<file path="src/rtl/mux_pkg.sv">
// Shared definitions for the skid-buffered N:1 selector: state encoding and a width helper.
package mux_pkg;

   localparam logic [1:0] VACIO = 2'd0;
   localparam logic [1:0] UNO   = 2'd1;
   localparam logic [1:0] LLENO = 2'd2;

   typedef enum logic [1:0] {
      StVacio = VACIO,
      StUno   = UNO,
      StLleno = LLENO
   } estado_t;

   // Never returns 0 so that a selector port always has at least one bit.
   function automatic int unsigned clog2(input int unsigned n);
      int unsigned r;
      r = 0;
      while ((32'd1 << r) < n) r++;
      return (r == 0) ? 1 : r;
   endfunction

endpackage

</file>
<file path="src/rtl/mux_n_to_1_comb.sv">
// Combinational N:1 selector; out-of-range selectors yield zero data and a raised flag.
module mux_n_to_1_comb import mux_pkg::*; #(
   parameter int unsigned ANCHO      = 32,
   parameter int unsigned N_ENTRADAS = 4,
   parameter int unsigned SEL_W      = clog2(N_ENTRADAS)
) (
   input  logic [SEL_W-1:0]            i_selector,
   input  logic [N_ENTRADAS*ANCHO-1:0] i_entradas,
   output logic [ANCHO-1:0]            o_dato,
   output logic                        o_sel_invalido
);

   // The flag is simply "no input index matched".
   always_comb begin
      o_dato         = '0;
      o_sel_invalido = 1'b1;
      for (int unsigned k = 0; k < N_ENTRADAS; k++) begin
         if (i_selector == SEL_W'(k)) begin
            o_dato         = i_entradas[k*ANCHO +: ANCHO];
            o_sel_invalido = 1'b0;
         end
      end
   end

endmodule

</file>
<file path="src/rtl/mux_n_to_1_skid.sv">
// N:1 selector with registered output, one-entry skid buffer, registered ready and stage flush.
module mux_n_to_1_skid import mux_pkg::*; #(
   parameter int unsigned ANCHO      = 32,
   parameter int unsigned N_ENTRADAS = 4,
   parameter int unsigned SEL_W      = clog2(N_ENTRADAS)
) (
   input  logic                        i_clk,
   input  logic                        i_reset,
   input  logic                        i_flush,
   input  logic                        i_valid,
   output logic                        o_ready,
   input  logic [SEL_W-1:0]            i_selector,
   input  logic [N_ENTRADAS*ANCHO-1:0] i_entradas,
   output logic                        o_valid,
   input  logic                        i_ready,
   output logic [ANCHO-1:0]            o_salidaMUX,
   output logic                        o_sel_invalido
);

   estado_t          estado_q, estado_d;
   logic             ready_q, ready_d;
   logic [ANCHO-1:0] sal_q, sal_d, skid_q, skid_d;
   logic             sal_inv_q, sal_inv_d, skid_inv_q, skid_inv_d;
   logic [ANCHO-1:0] sel_dato;
   logic             sel_inv;
   logic             acepta, drena;

   mux_n_to_1_comb #(
      .ANCHO      (ANCHO),
      .N_ENTRADAS (N_ENTRADAS),
      .SEL_W      (SEL_W)
   ) u_comb (
      .i_selector     (i_selector),
      .i_entradas     (i_entradas),
      .o_dato         (sel_dato),
      .o_sel_invalido (sel_inv)
   );

   assign acepta = i_valid & ready_q;
   assign drena  = (estado_q != StVacio) & i_ready;

   always_comb begin
      estado_d   = estado_q;
      sal_d      = sal_q;
      sal_inv_d  = sal_inv_q;
      skid_d     = skid_q;
      skid_inv_d = skid_inv_q;
      if (i_flush) begin
         estado_d   = StVacio;
         sal_d      = '0;
         sal_inv_d  = 1'b0;
         skid_d     = '0;
         skid_inv_d = 1'b0;
      end else begin
         case (estado_q)
            StVacio: begin
               if (acepta) begin
                  sal_d     = sel_dato;
                  sal_inv_d = sel_inv;
                  estado_d  = StUno;
               end
            end
            StUno: begin
               if (acepta && drena) begin
                  sal_d     = sel_dato;
                  sal_inv_d = sel_inv;
               end else if (acepta) begin
                  skid_d     = sel_dato;
                  skid_inv_d = sel_inv;
                  estado_d   = StLleno;
               end else if (drena) begin
                  estado_d = StVacio;
               end
            end
            StLleno: begin
               if (drena) begin
                  sal_d      = skid_q;
                  sal_inv_d  = skid_inv_q;
                  skid_d     = '0;
                  skid_inv_d = 1'b0;
                  estado_d   = StUno;
               end
            end
            default: estado_d = StVacio;
         endcase
      end
   end

   // Ready comes from the next state, so it is a flop with no path from i_ready.
   assign ready_d = (estado_d != StLleno);

   always_ff @(posedge i_clk or posedge i_reset) begin
      if (i_reset) begin
         estado_q   <= StVacio;
         ready_q    <= 1'b0;
         sal_q      <= '0;
         sal_inv_q  <= 1'b0;
         skid_q     <= '0;
         skid_inv_q <= 1'b0;
      end else begin
         estado_q   <= estado_d;
         ready_q    <= ready_d;
         sal_q      <= sal_d;
         sal_inv_q  <= sal_inv_d;
         skid_q     <= skid_d;
         skid_inv_q <= skid_inv_d;
      end
   end

   assign o_ready        = ready_q;
   assign o_valid        = (estado_q != StVacio);
   assign o_salidaMUX    = sal_q;
   assign o_sel_invalido = sal_inv_q;

endmodule

</file>
<file path="config.mk">
export PLATFORM = sky130hd
export DESIGN_NAME = mux_n_to_1_skid
export DESIGN_NICKNAME = d
export VERILOG_FILES = /design/src/rtl/mux_pkg.sv /design/src/rtl/mux_n_to_1_comb.sv /design/src/rtl/mux_n_to_1_skid.sv
export SDC_FILE = /design/constraint.sdc
export NUM_CORES = 1
export LEC_CHECK = 0
export BUFFER_PORTS_ARGS = -buffer_cell sky130_fd_sc_hd__buf_2
export CAP_MARGIN = 20
export CORE_ASPECT_RATIO = 1.1
export CORE_MARGIN = 2
export CORE_UTILIZATION = 48
export DETAILED_ROUTE_END_ITERATION = 8
export GPL_TIMING_DRIVEN = 0
export PLACE_DENSITY = 0.81
export SLEW_MARGIN = 20
export SYNTH_ARGS = -nofsm -noshare
export SYNTH_HDL_FRONTEND = slang
export SYNTH_HIERARCHICAL = 1
export SYNTH_SLANG_ARGS = --single-unit
</file>
<file path="constraint.sdc">
create_clock -name i_clk -period 2.55 [get_ports i_clk]
set_input_delay 0.1275 -clock i_clk [delete_from_list [all_inputs] [get_ports i_clk]]
set_output_delay 0.1275 -clock i_clk [all_outputs]
set_load 0.01 [all_outputs]
</file>
==> results.py, run 1 <==
metrics = {
    "timing": {
        "slew_viol_final": 0,
        "timing.hold.ws_ns": 0.03542,
        "min_period_ns": 1.635,
        "setup_viol": 0,
        "rsz0062_at_grt": "false",
        "fin_crit_sh_pct": 64.12,
        "clock.fmax_ghz": 0.6116,
        "fin_skew_ns": 0.007318,
        "fin_ws_ns": 0.9148,
        "hold_violations": 0,
    },
    "drt": {
        "vias_per_cell": 5.312,
        "drt_wl_total_um": 9870,
        "drcViolationCount": 0,
        "wl_per_cell_um": 15.30,
        "drtPass1Iterations": 5,
        "vias": 3426,
        "ant_nets": 0,
        "initialDrtViolationCount": 301,
    },
    "hold_path": {
        "hold_path.class": "in2reg",
    },
    "worst_setup_path": {
        "worstPathMaxFanout": 10,
        "worstPathArrival_ns": 1.84,
        "worst_ep_required_time_ns": 2.75,
        "worst_setup_path_start_kind": "register",
        "critPathMaxStageDelay_ns": 0.40,
        "cpMaxStageDelayCell": "dfrtp_1",
        "cp_cell_sequence": "and3b_4 -> a221oi_2 -> clkbuf_1 -> o21ai_0",
        "crit_path_end_kind": "register",
        "path_class": "reg2reg",
    },
    "die": {
        "fp.dieW_um": 89.16,
        "placementRows": 34,
        "fp.coreArea_mm2": 0.007828,
        "boundaryPins": 170,
        "die_y_um": 97.67,
        "initial_core_util_pct": 48.91,
        "fp.dieArea_mm2": 0.008708,
    },
    "run_status": {
        "status": "finished, final reports clean",
    },
    "placement": {
        "dp.cells": 628,
        "place_congestion": 0.7709,
        "post-place-ws_ns": 0.9088,
        "hpwl_um": 7620,
        "placed_area_mm2": 0.004835,
        "port-buffer-count": 168,
    },
    "clock_tree": {
        "cts_sinks": 69,
        "cts_resized": 0,
        "cts_hold_buf": 1,
        "cts-root-buf": "clkbuf_8",
        "cts_buffers": 9,
        "cts_buffer_depth": 2,
        "clk_latency_ns": 0.33,
        "cts_max_level": 3,
        "cts_setup_buffers": 0,
        "cts_tree": "built",
        "clk_pin_slew_worst_paths_ns": 0.08,
    },
    "synthesis": {
        "synth-edff-count": 0,
        "synth_most_common_cell": "nand2_1",
        "synthArstFlopShare_pct": 100.0,
        "ys_seq_elements": 69,
        "synth_commonest_cells": "100 x nand2_1, 69 x dfrtp_1, 45 x o21ai_1",
        "ys_types": 26,
        "syn_inst": 351,
        "syn_nets": 486,
        "synth_area_leaders": "dfrtp_1 45%, mux4_2 18%, nand2_1 9.8%",
        "synth_top_area_cell": "dfrtp_1",
        "yosysWarnings": 6,
        "synth_area_mm2": 0.003829,
        "ys_seq_area_share_pct": 45.10,
        "synth_top_cell_area_share_pct": 45.10,
        "synth_top_flop_cell": "dfrtp_1",
        "syn_area_per_cell_um2": 10.91,
    },
    "pwr": {
        "pwr-share-seq_pct": 46.8,
        "switching_share_pct": 29.25,
        "p_int_w": 0.001943,
        "leakagePower_nw": 2.419,
        "pwr_density_cell_mw_per_mm2": 545.8,
        "clock_power_share_pct": 29.8,
        "ir_worst_vdd_mv": 0.2646,
        "comb_power_share_pct": 23.4,
        "switching_power_w": 0.0008032,
    },
    "grt": {
        "grt_usage_pct": 23.59,
        "antenna_found_initial": 0,
        "use_met1_pct": 34.12,
        "grt.overflow.total": 0,
        "grt_busiest_layer": "met2",
        "use_met3_pct": 2.549,
        "grt_pass1_wl_um": 16040,
        "grt_use_met2_pct": 37.44,
        "grt_max_degree": 60,
        "grt_pass1_vias": 3378,
    },
    "finish": {
        "area_growth_pct": 31.41,
        "nets": 667,
        "num-fill-cells": 636,
        "num_antenna_cells": 0,
        "final_area_mm2": 0.005031,
        "drive_gt1_share_pct": 46.93,
        "final_cell_count_no_fill": 645,
    },
    "run": {
        "drv_cap": 0,
    },
}
## layout make-up
type	instances	area (µm²)	share of cell area [%]
Multi-Input combinational cell	247	1817	36.11
Sequential cell	69	1727	34.32
Timing Repair Buffer	170	878.3	17.46
Buffer	33	277.8	5.521
Clock buffer	11	151.4	3.009
Tap cell	108	135.1	2.686
Clock inverter	5	35.03	0.6963
Inverter	2	10.01	0.1990
## power groups by stage
| stage | sequential [W] | clock, W | combinational (W) |
|---|---|---|---|
| final | 0.00128 | 0.000818 | 0.000644 |
| after global routing | 0.00130 | 0.000879 | 0.000711 |
| after CTS | 0.00128 | 0.000838 | 0.000648 |
| after detailed placement | 0.00130 | 0 | 0.000644 |
| after global placement | 0.00130 | 0 | 0.000620 |
| after floorplan | 0.00132 | 0 | 0.000363 |
## final timing paths
check | startpoint | endpoint | slack [ns] | cells past startpoint
max | estado_q[1] | o_salidaMUX[16] | 0.91 | 4
min reg2reg | o_salidaMUX[20] | o_salidaMUX[20] | 0.48 | 2
min in group asynchronous | i_reset | o_salidaMUX[28] | 0.24 | 3
min | i_flush | estado_q[0] | 0.04 | 2
max reg2reg | estado_q[1] | o_salidaMUX[16] | 0.91 | 4
max in group asynchronous | i_reset | skid_q[5] | 1.80 | 4
## worst max-delay path: cells and delay by family (launching register included)
family	cells	cell delay (ns)
AOI/OAI and AO/OA	2	0.49
DFF	1	0.40
buffers and inverters	1	0.37
and+or+nand+nor	1	0.24
## per-layer routing
metal  part of all wire, %  up-vias  routed length (µm)
met5                     0        -                   0
met4                   1.4        0                 140
met3                   4.4       12                 431
met2                    52      117                5128
met1                    42     1657                4169
li1                      -     1640                   -
## cell usage in the layout (no fill, tap or decap), drive strengths merged, types with 3 or more instances in the layout
| master | count |
|---|---|
| a22oi | 33 |
| buf | 198 |
| clkbuf | 15 |
| clkinvlp | 4 |
| dfrtp | 69 |
| mux4 | 32 |
| nand2 | 100 |
| nor2b | 3 |
| o21ai | 66 |
## metrics by stage
step / utilization (%) / TNS (ns) / total power (W)
floorplan: - / 0 / 0.001683
global placement: 61.38 / -3.759 / 0.001918
detailed placement: 61.76 / 0 / 0.001948
CTS: 64.27 / 0 / 0.002769
global route: 64.27 / 0 / 0.002889
finish: 64.27 / 0 / 0.002746
## registers in the layout, indices dropped and copies added (netlist names)
| signal | flops |
|---|---|
| o_salidaMUX | 32 |
| skid_q | 32 |
| estado_q | 2 |
| o_ready | 1 |
| o_sel_invalido | 1 |
| skid_inv_q | 1 |
## kinds of logic (layout without fill, tap and decap cells)
group	count (synthesis)	in the layout	synth area share [%]
buffers and inverters	35	221	7.451
DFF	69	69	45.10
AOI/OAI and AO/OA	104	104	16.57
and+or+nand+nor	109	109	11.50
other	1	1	0.09795
muxes	33	33	19.28
Note: power is estimated with default switching activity, not from simulation.
==> run 2, diff against run 1 <==
clock period = 1.66 ns   (was 2.55 ns; I/O delays follow)
==> run 2 against run 1 <==
Clock skew up 0.0060 ns. Design area up 1.7%. Count of clock-buffer cells in the layout up 2. Via count up 3.9%. Sequential power up 54%. Highest routed layer unchanged. Power up 57%. Fmax up 2.8%. Routed wire length up 4.8%. Global-route usage up 1.1 points. Register-to-register slack worse by 0.85 ns. Critical endpoint is now o_salidaMUX[5]. Combinational power up 60%.
==> results.py, run 2 (synthesized netlist as in run 1, its figures left out) <==
metrics = {
    "die": {
        "fp.dieArea_mm2": 0.008708,
        "fp.coreArea_mm2": 0.007828,
        "die_y_um": 97.67,
        "initial_core_util_pct": 48.91,
        "boundaryPins": 170,
        "placementRows": 34,
        "fp.dieW_um": 89.16,
    },
    "placement": {
        "hpwl_um": 8002,
        "place_congestion": 0.7917,
        "dp.cells": 629,
        "port-buffer-count": 168,
    },
    "finish": {
        "final_cell_count_no_fill": 648,
        "num_antenna_cells": 0,
        "layout_commonest_cell": "buf_2",
        "area_growth_pct": 33.69,
        "nets": 670,
        "drive_gt1_share_pct": 47.96,
        "final_cell_mix": "175 x buf_2, 100 x nand2_1, 68 x dfrtp_1, 48 x o21ai_1, 33 x a22oi_1",
        "final_util_pct": 65.39,
    },
    "clock_tree": {
        "clk_latency_ns": 0.35,
        "cts_tree": "built",
        "cts_buffers": 9,
        "clk_pin_slew_worst_paths_ns": 0.07,
        "cts_sinks": 69,
        "cts_buffer_depth": 2,
        "cts-root-buf": "clkbuf_8",
        "cts_max_level": 3,
    },
    "grt": {
        "grt_pass1_vias": 3634,
        "grt_max_degree": 26,
        "grt_usage_pct": 24.69,
        "grt_pass1_wl_um": 16600,
        "grt.overflow.total": 0,
        "antenna_found_initial": 0,
    },
    "pwr": {
        "pwr_density_cell_mw_per_mm2": 844.8,
        "ir_worst_vdd_mv": 0.4232,
        "finalPower_w": 0.004324,
        "leakagePower_nw": 2.464,
    },
    "timing": {
        "relSlewSlack_pct": 65.26,
        "min_period_ns": 1.591,
        "fin_crit_sh_pct": 95.84,
        "fin_skew_ns": 0.01333,
        "clock.fmax_ghz": 0.6286,
        "slew_viol_final": 0,
        "rsz0062_at_grt": "true",
        "setup_viol": 0,
        "hold_violations": 0,
        "tightest_slew_ns": 0.5200,
    },
    "drt": {
        "vias_per_cell": 5.494,
        "vias": 3560,
        "drt_wl_total_um": 10350,
        "drtPass1Iterations": 5,
        "ant_nets": 0,
        "wl_per_cell_um": 15.96,
        "initialDrtViolationCount": 300,
        "drcViolationCount": 0,
    },
    "worst_setup_path": {
        "critPathMaxStageDelay_ns": 0.40,
        "crit_top_cell": "buf_6",
        "r2r-start": "estado_q[1]",
        "crit_start": "estado_q[1]",
        "path_buf_inv": 2,
        "worstPathMaxFanout": 10,
        "crit_path_end_kind": "register",
        "path_class": "reg2reg",
        "cp_cell_sequence": "and3b_4 -> a221oi_2 -> buf_6 -> buf_6 -> nand2_1 -> o21ai_1",
        "cpMaxStageDelayCell": "dfrtp_1",
        "crit_family": "compound AO/OA/AOI/OAI gates",
        "worst_setup_path_start_kind": "register",
        "worst_ep_required_time_ns": 1.93,
        "worstPathArrival_ns": 1.86,
    },
    "hold_path": {
        "holdCritStartpoint": "i_ready",
        "hold_path.class": "in2reg",
    },
    "run": {
        "drv_cap": 0,
    },
    "run_status": {
        "status": "finished, final reports clean",
    },
}
[run 2: cell types whose count changed in the layout (fill, tap and decap cells not counted), moves of 2 or more]
cell / previous run / this run
buf_2: 182 / 175
clkbuf_4: 0 / 6
clkbuf_1: 4 / 0
clkbuf_2: 0 / 4
o21ai_0: 19 / 16
o21ai_1: 45 / 48
clkbuf_8: 11 / 13
clkinvlp_4: 4 / 2
[run 2: power by group]
group | internal [W] | switching [W] | leakage [nW] | total, W
registers | 0.00187 | 0.000102 | 0.893 | 0.00197
logic | 0.000516 | 0.000512 | 1.47 | 0.00103
clock network | 0.000701 | 0.000628 | 0.101 | 0.00133
total | 0.00308 | 0.00124 | 2.46 | 0.00432
[run 2: worst register-to-register path, cell delays in order, from the launching register on]
cell and delay (ns):
dfrtp_1 0.40, and3b_4 0.25, a221oi_2 0.33, buf_6 0.22
buf_6 0.16, nand2_1 0.07, o21ai_1 0.08
[run 2: per-layer routing]
metal / share of wire (%) / up-vias / global-route usage (%)
met3: 7.2 / 22 / 6.287
met1: 39 / 1722 / 31.78
li1: - / 1645 / -
met4: 2.3 / 0 / 9.529
met2: 52 / 171 / 39.72
met5: 0 / - / 0
[run 2: path summary, 6_finish.rpt]
kind                                   end  slack [ns]  depth (start not counted)
max                         o_salidaMUX[5]        0.07                          6
max reg2reg                 o_salidaMUX[5]        0.07                          6
min                                o_ready        0.09                          2
min in group asynchronous  o_salidaMUX[26]        0.32                          3
min reg2reg                 o_salidaMUX[0]        0.48                          2
max in group asynchronous  o_salidaMUX[30]        0.65                          5
[run 2: layout make-up]
type	instances	area, µm²
repair buffers	173	915.9
flip-flops and latches	69	1728
well taps	108	135.1
multi-input cells	247	1828
clock inverters	3	17.52
fillers	670	2709
plain buffers	33	304.0
inverters	2	11.26
clock buffers	13	178.9
[run 2: per-stage QoR]
| step | instance area (µm²) | worst slack, ns | hold WS (ns) | TNS, ns |
|---|---|---|---|---|
| finish | 5119 | 0.06912 | 0.08813 | 0 |
| global route | 5119 | -0.02129 | 0.09998 | -0.1200 |
| CTS | 5072 | 0.01702 | 0.07173 | 0 |
| detailed placement | 4856 | 0.02921 | 0.1510 | 0 |
| global placement | 4808 | 0.08717 | 0.3383 | 0 |
| floorplan | 3832 | 0.2487 | 0.1488 | 0 |
[run 2: timing repair]
| item | 4_1_cts | 5_1_grt |
|---|---|---|
| buffers inserted | 0 | 1 |
| gates resized for setup | 0 | 22 |
| endpoints found under the setup margin | 0 | 58 |
| hold endpoints to repair | 24 | 0 |
| hold buffers | 2 | 0 |
==> run 3, diff against run 2 <==
CORE_UTILIZATION = 43   (was 48)
PLACE_DENSITY = 0.74   (was 0.81)
==> run 3 against run 2 <==
Flip-flop and latch count unchanged. Clock power increased by 25%. Setup slack improved by 0.0085 ns. Cell count increased by 0.93%.
==> results.py, run 3 (synthesized netlist as in run 1, its figures left out) <==
metrics = {
    "placement": {
        "hpwl_um": 8136,
        "port-buffer-count": 168,
        "post-place-ws_ns": 0.01315,
        "place_congestion": 0.7779,
    },
    "worst_setup_path": {
        "r2r-start": "estado_q[0]",
        "crit_path_end_kind": "register",
        "crit_start": "estado_q[0]",
        "path_class": "reg2reg",
        "worst_setup_path_start_kind": "register",
        "critPathMaxStageDelay_ns": 0.46,
        "rrSetupSlack_ns": 0.08,
        "cp_cell_sequence": "nor2b_4 -> nor2b_1 -> buf_4 -> buf_2 -> a22oi_1 -> o21ai_0",
        "worstPathArrival_ns": 1.85,
        "worst_ep_required_time_ns": 1.93,
        "cpMaxStageDelayCell": "dfrtp_2",
        "r2r_end": "o_salidaMUX[24]",
        "worstPathMaxFanout": 10,
        "endpoint": "o_salidaMUX[24]",
        "reg2reg_depth": 6,
    },
    "grt": {
        "grt_max_degree": 31,
        "grt_pass1_wl_um": 16510,
        "grt_pass1_vias": 3407,
        "grt_usage_pct": 22.10,
        "grt.overflow.total": 0,
        "antenna_found_initial": 0,
    },
    "finish": {
        "final_cell_mix": "175 x buf_2, 100 x nand2_1, 68 x dfrtp_1, 48 x o21ai_1, 32 x a22oi_1",
        "area_growth_pct": 35.26,
        "num_antenna_cells": 0,
        "drive_gt1_share_pct": 47.78,
        "nets": 670,
        "layout_commonest_cell": "buf_2",
    },
    "die": {
        "placementRows": 36,
        "fp.dieW_um": 93.97,
        "initial_core_util_pct": 43.81,
        "fp.coreArea_mm2": 0.008738,
        "boundaryPins": 170,
        "die_y_um": 103.0,
        "fp.dieArea_mm2": 0.009676,
    },
    "run_status": {
        "status": "finished, final reports clean",
    },
    "drt": {
        "initialDrtViolationCount": 196,
        "vias": 3468,
        "ant_nets": 0,
        "wl_met2_um": 5239,
        "drtPass1Iterations": 5,
        "wl_met3_um": 602,
        "drcViolationCount": 0,
        "wl_met1_um": 4341,
        "wl_per_cell_um": 15.88,
        "drt_wl_total_um": 10380,
        "vias_per_cell": 5.303,
        "top_layer_used": "met4",
    },
    "timing": {
        "setup_viol": 0,
        "min_period_ns": 1.582,
        "fin_setup_tns_ns": 0,
        "slew_viol_final": 0,
        "rsz0062_at_grt": "false",
        "fin_crit_sh_pct": 95.32,
        "fin_ws_ns": 0.07764,
        "hold_violations": 0,
        "timing.hold.ws_ns": 0.1007,
        "clock.fmax_ghz": 0.6320,
        "fin_skew_ns": 0.008482,
    },
    "clock_tree": {
        "cts_buffers": 9,
        "clk_latency_ns": 0.35,
        "cts_sinks": 69,
        "cts-root-buf": "clkbuf_8",
        "cts_tree": "built",
        "clk_pin_slew_worst_paths_ns": 0.07,
        "cts_buffer_depth": 2,
        "cts_max_level": 3,
    },
    "pwr": {
        "ir_worst_vdd_mv": 0.5105,
        "clock_power_share_pct": 35.7,
        "comb_power_share_pct": 22.0,
        "pwr-share-seq_pct": 42.3,
        "pwr_density_cell_mw_per_mm2": 899.1,
        "leakagePower_nw": 2.483,
        "switching_power_w": 0.001236,
        "p_int_w": 0.003420,
        "switching_share_pct": 26.54,
    },
    "run": {
        "drv_cap": 0,
    },
    "hold_path": {
        "hold_path.class": "in2reg",
    },
}
-- run 3: cell count changes in the layout (fill, tap and decap cells not counted), moves of 2 or more --
cell       previous run  this run
buf_4                 4         8
bufinv_16             0         3
clkbuf_1              0         2
clkbuf_4              6         2
clkbuf_8             13        10
-- run 3: per-stage QoR --
step / area, µm² / utilization, % / power, W / cells
3_5_place_dp: 4856 / 55.57 / 0.003007 / 635
5_1_grt: 5179 / 59.26 / 0.004883 / 654
2_1_floorplan: 3832 / - / 0.002585 / 351
4_1_cts: 5116 / 58.55 / 0.004662 / 653
6_report: 5179 / 59.26 / 0.004656 / 654
3_3_place_gp: 4816 / 55.11 / 0.002959 / 633
-- run 3: routing by layer --
metal	global-route usage (%)	vias up
met2	35.27	148
met4	8.138	0
met3	4.532	17
li1	-	1648
met1	30.22	1655
met5	0	-
-- run 3: how the worst min path moves through the flow --
stage | from | end | cells past startpoint
CTS | i_ready | o_ready | 2
floorplan | i_flush | estado_q[0] | 1
global route | i_ready | o_ready | 2
detailed placement | i_reset | o_salidaMUX[27] | 2
global placement | i_flush | estado_q[0] | 2
finish | i_ready | o_ready | 2
-- run 3: cell type report --
type	count	area, µm²
Inverter	2	11.26
Sequential cell	69	1728
Multi-Input combinational cell	247	1844
Timing Repair Buffer	173	908.4
Tap cell	114	142.6
Fill cell	779	3560
Clock inverter	4	95.09
Clock buffer	12	145.1
Buffer	33	304.0
-- run 3: power groups by stage --
| stage | Clock, W | Sequential (W) | Combinational [W] |
|---|---|---|---|
| after CTS | 0.00168 | 0.00197 | 0.00101 |
| final | 0.00166 | 0.00197 | 0.00102 |
| after global routing | 0.00175 | 0.00199 | 0.00113 |
| after detailed placement | 0 | 0.00200 | 0.00101 |
| after floorplan | 0 | 0.00203 | 0.000558 |
| after global placement | 0 | 0.00199 | 0.000966 |
-- run 3: worst max-delay path: cells and delay by family, from the launching register on --
kind	cells	cell delay, ns
buffers and inverters	2	0.37
AO/OA/AOI/OAI	2	0.27
flip-flops	1	0.46
AND/OR/NAND/NOR	2	0.40
-- run 3: timing repair --
item	in CTS	in global routing
hold buffers	2	0
setup endpoints to repair	3	63
hold endpoints to repair	70	0
resized for setup	0	27
setup buffers	0	1
